### config.mk
export PLATFORM = sky130hd
export DESIGN_NAME = uart_frame_arbiter
export DESIGN_NICKNAME = d
export VERILOG_FILES = /design/src/rtl/uart_frame_arbiter.sv
export SDC_FILE = /design/constraint.sdc
export NUM_CORES = 1
export LEC_CHECK = 0
export ABC_AREA = 1
export CORE_MARGIN = 1.5
export CORE_UTILIZATION = 45
export DETAILED_ROUTE_END_ITERATION = 8
export PLACE_DENSITY = 0.82
export SYNTH_ARGS = -nofsm -noshare
export SYNTH_HDL_FRONTEND = slang
export SYNTH_SLANG_ARGS = --single-unit
### constraint.sdc
create_clock -name clk -period 3.8 [get_ports clk]
set_clock_uncertainty 0.15 [all_clocks]
set_input_delay 0.76 -clock clk [delete_from_list [all_inputs] [get_ports clk]]
set_output_delay 0.76 -clock clk [all_outputs]
set_load 0.01 [all_outputs]
### src/rtl/uart_frame_arbiter.sv
// Round-robin arbiter that frames temperature/humidity payloads into 5-byte UART packets
// (0xAA, tag, payload hi, payload lo, checksum) and hands them byte-wise to a UART transmitter.
module uart_frame_arbiter (
    input  logic        clk,
    input  logic        rst_n,
    input  logic        req_t,
    input  logic [15:0] data_t,
    input  logic        req_h,
    input  logic [15:0] data_h,
    output logic        ack_t,
    output logic        ack_h,
    output logic        err,
    output logic [7:0]  tx_data,
    output logic        tx_start,
    input  logic        tx_busy,
    output logic        busy
);

    typedef enum logic [2:0] {
        StIdle,
        StSend,
        StWaitAcc,
        StWaitDone,
        StDone,
        StAbort
    } state_e;

    localparam logic       SrcT = 1'b0;
    localparam logic       SrcH = 1'b1;
    localparam logic [7:0] TagT = 8'h54;
    localparam logic [7:0] TagH = 8'h48;

    state_e      r_state;
    logic [2:0]  r_byte_idx;
    logic [2:0]  r_timeout;
    logic        r_last_grant;
    logic        r_grant;
    logic [15:0] r_payload;
    logic [7:0]  r_tx_data;

    state_e      w_state_next;
    logic [2:0]  w_byte_idx_next;
    logic [2:0]  w_timeout_next;
    logic        w_last_grant_next;
    logic        w_grant_next;
    logic [15:0] w_payload_next;
    logic [7:0]  w_tx_data_next;
    logic        w_arb_src;
    logic        w_finish;

    function automatic logic [7:0] frame_byte(input logic [2:0] idx, input logic src,
                                              input logic [15:0] payload);
        logic [7:0] tag;
        tag = (src == SrcH) ? TagH : TagT;
        case (idx)
            3'd0:    frame_byte = 8'hAA;
            3'd1:    frame_byte = tag;
            3'd2:    frame_byte = payload[15:8];
            3'd3:    frame_byte = payload[7:0];
            default: frame_byte = tag + payload[15:8] + payload[7:0];
        endcase
    endfunction

    // H wins only if T is idle, or both request and T was the previous grant.
    assign w_arb_src = req_h & (~req_t | (r_last_grant == SrcT));

    always_comb begin
        w_state_next      = r_state;
        w_byte_idx_next   = r_byte_idx;
        w_timeout_next    = r_timeout;
        w_last_grant_next = r_last_grant;
        w_grant_next      = r_grant;
        w_payload_next    = r_payload;
        w_tx_data_next    = r_tx_data;
        case (r_state)
            StIdle: begin
                if (!tx_busy && (req_t || req_h)) begin
                    w_grant_next      = w_arb_src;
                    w_last_grant_next = w_arb_src;
                    w_payload_next    = (w_arb_src == SrcH) ? data_h : data_t;
                    w_byte_idx_next   = 3'd0;
                    w_tx_data_next    = 8'hAA;
                    w_state_next      = StSend;
                end
            end
            StSend: w_state_next = StWaitAcc;
            StWaitAcc: begin
                if (tx_busy) begin
                    w_timeout_next = 3'd0;
                    w_state_next   = StWaitDone;
                end else if (r_timeout == 3'd7) begin
                    w_timeout_next = 3'd0;
                    w_state_next   = StAbort;
                end else begin
                    w_timeout_next = r_timeout + 3'd1;
                end
            end
            StWaitDone: begin
                if (!tx_busy) begin
                    if (r_byte_idx < 3'd4) begin
                        w_byte_idx_next = r_byte_idx + 3'd1;
                        w_tx_data_next  = frame_byte(r_byte_idx + 3'd1, r_grant, r_payload);
                        w_state_next    = StSend;
                    end else begin
                        w_state_next = StDone;
                    end
                end
            end
            StDone:  w_state_next = StIdle;
            StAbort: w_state_next = StIdle;
            default: w_state_next = StIdle;
        endcase
    end

    always_ff @(posedge clk or negedge rst_n) begin
        if (!rst_n) begin
            r_state      <= StIdle;
            r_byte_idx   <= 3'd0;
            r_timeout    <= 3'd0;
            r_last_grant <= SrcH;
            r_grant      <= SrcT;
            r_payload    <= 16'h0000;
            r_tx_data    <= 8'h00;
        end else begin
            r_state      <= w_state_next;
            r_byte_idx   <= w_byte_idx_next;
            r_timeout    <= w_timeout_next;
            r_last_grant <= w_last_grant_next;
            r_grant      <= w_grant_next;
            r_payload    <= w_payload_next;
            r_tx_data    <= w_tx_data_next;
        end
    end

    assign w_finish = (r_state == StDone) || (r_state == StAbort);
    assign ack_t    = w_finish && (r_grant == SrcT);
    assign ack_h    = w_finish && (r_grant == SrcH);
    assign err      = (r_state == StAbort);
    assign tx_start = (r_state == StSend);
    assign tx_data  = r_tx_data;
    assign busy     = (r_state != StIdle);

endmodule

======== After elaboration in Yosys (flattened, before gate mapping) ========
Cells that the tools add are included.
storage, ports and cells
  flip-flop bits (word level) ............. 35
  input bits .............................. 37
  output and inout port bits .............. 13
  word-level logic and storage cells ...... 62
operators by class
  $add $sub $neg .......................... 4
  magnitude comparators ................... 1
  equality and inequality tests ........... 13
  muxes and demuxes ....................... 19
  bitwise operators ....................... 5
  reductions and logical operators ........ 13
operators by type and width
  kind                   number
  $pmux W8 S4            1
  $mux W3                10
  $mux W8                3
  $mux W16               1
  $pmux W8 S2            1
  $eq A3 B2 Y1 const B   4
  $pmux W3 S4            1
  $eq A3 B3 Y1 const B   3
  $add A7 B8 Y8          1
  $add A8 B8 Y8          1
  $add A3 B1 Y3 const B  2
  $eq A3 B1 Y1 const B   2
  $logic_not A3 Y1       2
  $ne A2 B2 Y1 const B   3
  $pmux W3 S2            1
  $mux W5                1
  $reduce_and A4 Y1      1
  $logic_and A1 B1 Y1    3
  $lt A3 B3 Y1 const B   1
  $ne A3 B3 Y1 const B   1
  $not A1 Y1             3
  $reduce_and A3 Y1      1
  $reduce_bool A3 Y1     1
  $logic_or A1 B1 Y1     2
  other kinds (5)        5

======== Longest topological paths before layout ========
  depth in word-level cells ............... 7
  depth in mapped cells ................... 12
  mapped depth without buffers ............ 12

======== Worst setup path after synthesis ========
OpenSTA, ideal clock, no wires.
  path type ............................... reg2reg
  start point ............................. reg r_grant
  end point ............................... reg r_tx_data[7] (netlist: tx_data[7])
  arrival time ............................ 2071 ps
  setup slack ............................. 1501 ps
  stages on the path, launching flop included .. 12
  path through ............................ dfrtp_1 inv_1 fa_1 inv_1 fa_1 inv_1 nand2_1 nand2_1 nand3_1 nand3_1 nand3_1 a21oi_1
on the way
  longest elaborated chain between the ends .. 7
RTL lines
  element                 line  RTL
  start, declared         37    logic r_grant;
  start signal, assigned  121   r_grant <= SrcT;
  start signal, assigned  129   r_grant <= w_grant_next;
  $mux W5                 54    tag = (src == SrcH) ? TagH : TagT;
  $add A7 B8 Y8           60    default: frame_byte = tag + payload[15:8] + payload[7:0];
  $add A8 B8 Y8           60
  $pmux W8 S4             55    case (idx)
  $mux W8                 100   if (r_byte_idx < 3'd4) begin
  $mux W8                 99    if (!tx_busy) begin
  $pmux W8 S2             75    case (r_state)
  end signal, assigned    131   r_tx_data <= w_tx_data_next;
  end, declared           39    logic [7:0] r_tx_data;
No other way between the ends. The select of a mux whose other input is x is not followed.
A chain may end at the register's enable or synchronous reset.

======== Final worst setup path ========
Ends and elaborated chain as after synthesis.

==> impl_metrics.tcl <==
set metrics [dict create \
    status "complete, no violations" \
    synth_cell_types 31 \
    setup_ws_ns 1.21 \
    maxCapViolations 0 \
    synth.avg_cell_area_um2 7.86 \
    slowest_delay_ns 0.60 \
    htreeDepth 2 \
    wire_per_inst_um 12.2 \
    layout-drive-gt1-share_pct 8.09 \
    grt_max_degree 36 \
    clock_latency_ns 0.28 \
    finalSetupTns_ns 0 \
    syn2layout_area_growth_pct 28.4 \
    syn_inst 292 \
    detail_route.vias_per_cell 5.00 \
    timing.rr.end "tx_data[7]" \
    ys_ff_latch 35 \
    drc 0 \
    synth_ff_type "dfrtp_1" \
    p_leak_nw 1.42 \
    fin_crit_ns 2.59 \
    drt_iter0_markers 117 \
    reg2reg_slack_ns 1.21 \
    grt_overflow 0 \
    crit_fanout 5 \
    nNetsFinal 403 \
    reg2reg_from "r_grant" \
    hpwl_um 4040 \
    worstPathArrival_ns 2.65 \
    std_cell_rows 25 \
    crit_type "register to register" \
    die_y_um 74.4 \
    vias 2067 \
    routabilityCongestion 0.858 \
    cts_made_buffers 5 \
    synth_warnings 0 \
    yosysTopAreaCellShare_pct 37.1 \
    synth_edf_count 0 \
    track_usage_pct 20.4 \
    syn_nets 350 \
    finalNonFillerCells 413 \
    post_cts_buffers 0 \
    root_buffer "clkbuf_8" \
    dr.pass1.iters 4 \
    rsz0062_at_grt "false" \
    min_from "tx_data[4]" \
    ir_drop_uv 384 \
    die_width_um 74.4 \
    drtAntennaViolNets 0 \
    max_freq_mhz 386 \
    netlist_area_um2 2290 \
    slew-limit-headroom_pct 59.1 \
    cp.buffers_inverters 3 \
    hold_viol_final 0 \
    cp_cell_sequence "inv_1, fa_1, inv_1, fa_1, inv_1, nand2_1, nand2_1, nand3_1, nand3_1, nand3_1, a21oi_1" \
    cellPowerDensity_nw_per_um2 902 \
    clkTransAtPathRegs_ns 0.07 \
    worst_slew_pin_slew_ns 0.612 \
    start_util_pct 47.6 \
    place_inst 405 \
    post_dp_cell_area_um2 2860 \
    grt_pass1_wl_um 8770 \
    cts_tree "yes" \
    required_ns 3.86 \
    post-place-ws_ns 1.10 \
    post-route-util_pct 61.2 \
    ys_seq_area_share_pct 38.2 \
    critPathLaunchType "register" \
    hp-class "register to register" \
    wirelength_um 5050 \
    cts_resized 0 \
    path_delay_family "adder cells" \
    cts_sinks 35 \
    finalCritPeriodShare_pct 68.2 \
    slowest_stage "fa_1" \
    diodes 0 \
    slew_viol_final 0 \
    cts_hold_buf 0 \
    reg2reg_depth 11 \
    end_kind "register" \
    grt_pass1_vias 2027 \
    setup_violations 0 \
    min_to "tx_data[4]" \
    antenna_found_initial 0 \
    final_cell_mix "nand2_1 (70), clkdlybuf4s50_1 (49), inv_1 (40), dfrtp_1 (34), nor2_1 (27)" \
    postLayoutCellArea_um2 2950 \
    hold_path_depth 2 \
    io_pins 50 \
    layout_commonest_cell "nand2_1" \
    fp.dieArea_um2 5540 \
    post-synth-top-area-cell "dfrtp_1" \
    ys_async_sr_fraction_pct 100 \
    placement.io_buffers 49 \
    cts_buffer_depth 2 \
    netlist_top_cells_area "dfrtp_1 (37%), nand2_1 (11%), ha_1 (9.3%)" \
    core_area_um2 4820 \
]
==> registers in the layout (all words and copies together), names as in the netlist <==
signal and flops:
r_payload 16, tx_data 8, r_byte_idx 3, r_state 3
r_timeout 3, r_grant 1, r_last_grant 1
==> layer usage <==
layer | track usage, % | up-vias | share of wire (%)
met5 | 0 | - | 0
met4 | 6.26 | 0 | 0.83
met3 | 3.52 | 5 | 4.1
met2 | 33.4 | 48 | 47
met1 | 27.7 | 942 | 48
li1 | - | 1072 | -
==> metrics by stage <==
step,hold slack (ns),total power [mW]
5_1_grt,0.346,2.95
4_1_cts,0.336,2.66
3_5_place_dp,0.317,2.38
2_1_floorplan,0.303,1.94
6_report,0.327,2.66
3_3_place_gp,0.313,2.32
==> how the worst max path moves through the flow <==
stage                       start            end  slack [ns]  depth (start not counted)
after detailed placement  tx_busy   r_payload[3]        1.10                          6
after global placement    tx_busy  r_payload[14]        1.26                          6
after floorplan           r_grant     tx_data[7]        1.50                         11
after global routing      r_grant     tx_data[7]        1.01                         11
after CTS                 r_grant          ack_h        1.22                          3
final                     r_grant     tx_data[7]        1.21                         11
==> cell type report <==
class / instances / area [um^2]
Tap cell: 67 / 83.8
Clock inverter: 2 / 12.5
Multi-Input combinational cell: 208 / 1220
Inverter: 44 / 170
Fill cell: 420 / 1870
Clock buffer: 6 / 72.6
Timing Repair Buffer: 51 / 505
Sequential cell: 35 / 877
==> report_power, final <==
group | switching (mW) | internal (mW) | total, mW
sequential | 0.133 | 0.544 | 0.677
clock | 0.134 | 0.128 | 0.263
combinational | 0.999 | 0.719 | 1.72
==> cell usage after synthesis (2+ instances only) <==
master	instances
o21ai_2	4
nor2_2	2
nand4_1	2
dfrtp_1	34
nor3_1	2
nand3_1	13
inv_1	40
a31oi_1	4
nand2_2	2
clkbuf_1	2
o21ai_0	22
fa_1	4
a21oi_1	9
buf_2	3
nor2_1	27
nand2_1	70
ha_1	17
nor2_4	2
nand3b_1	2
inv_2	3
o22ai_1	17
a22o_1	2
==> cell families after synthesis <==
| logic type | after synthesis | share of synthesized area (%) |
|---|---|---|
| AOI/OAI and AO/OA | 59 | 15.2 |
| adders and majority gates | 21 | 12.8 |
| and+or+nand+nor | 127 | 25.1 |
| buffers and inverters | 49 | 8.40 |
| xor gates and xnor gates | 1 | 0.382 |
| DFF | 35 | 38.2 |
==> worst reg2reg max path: cells and delay by family, from the launching register on <==
kind            cells  cell delay (ns)
fa+ha+maj           2             1.05
simple gates        5             0.41
compound gates      1             0.12
buf+inv             3             0.34
flops               1             0.44
Power figures use the tool's default switching activity.
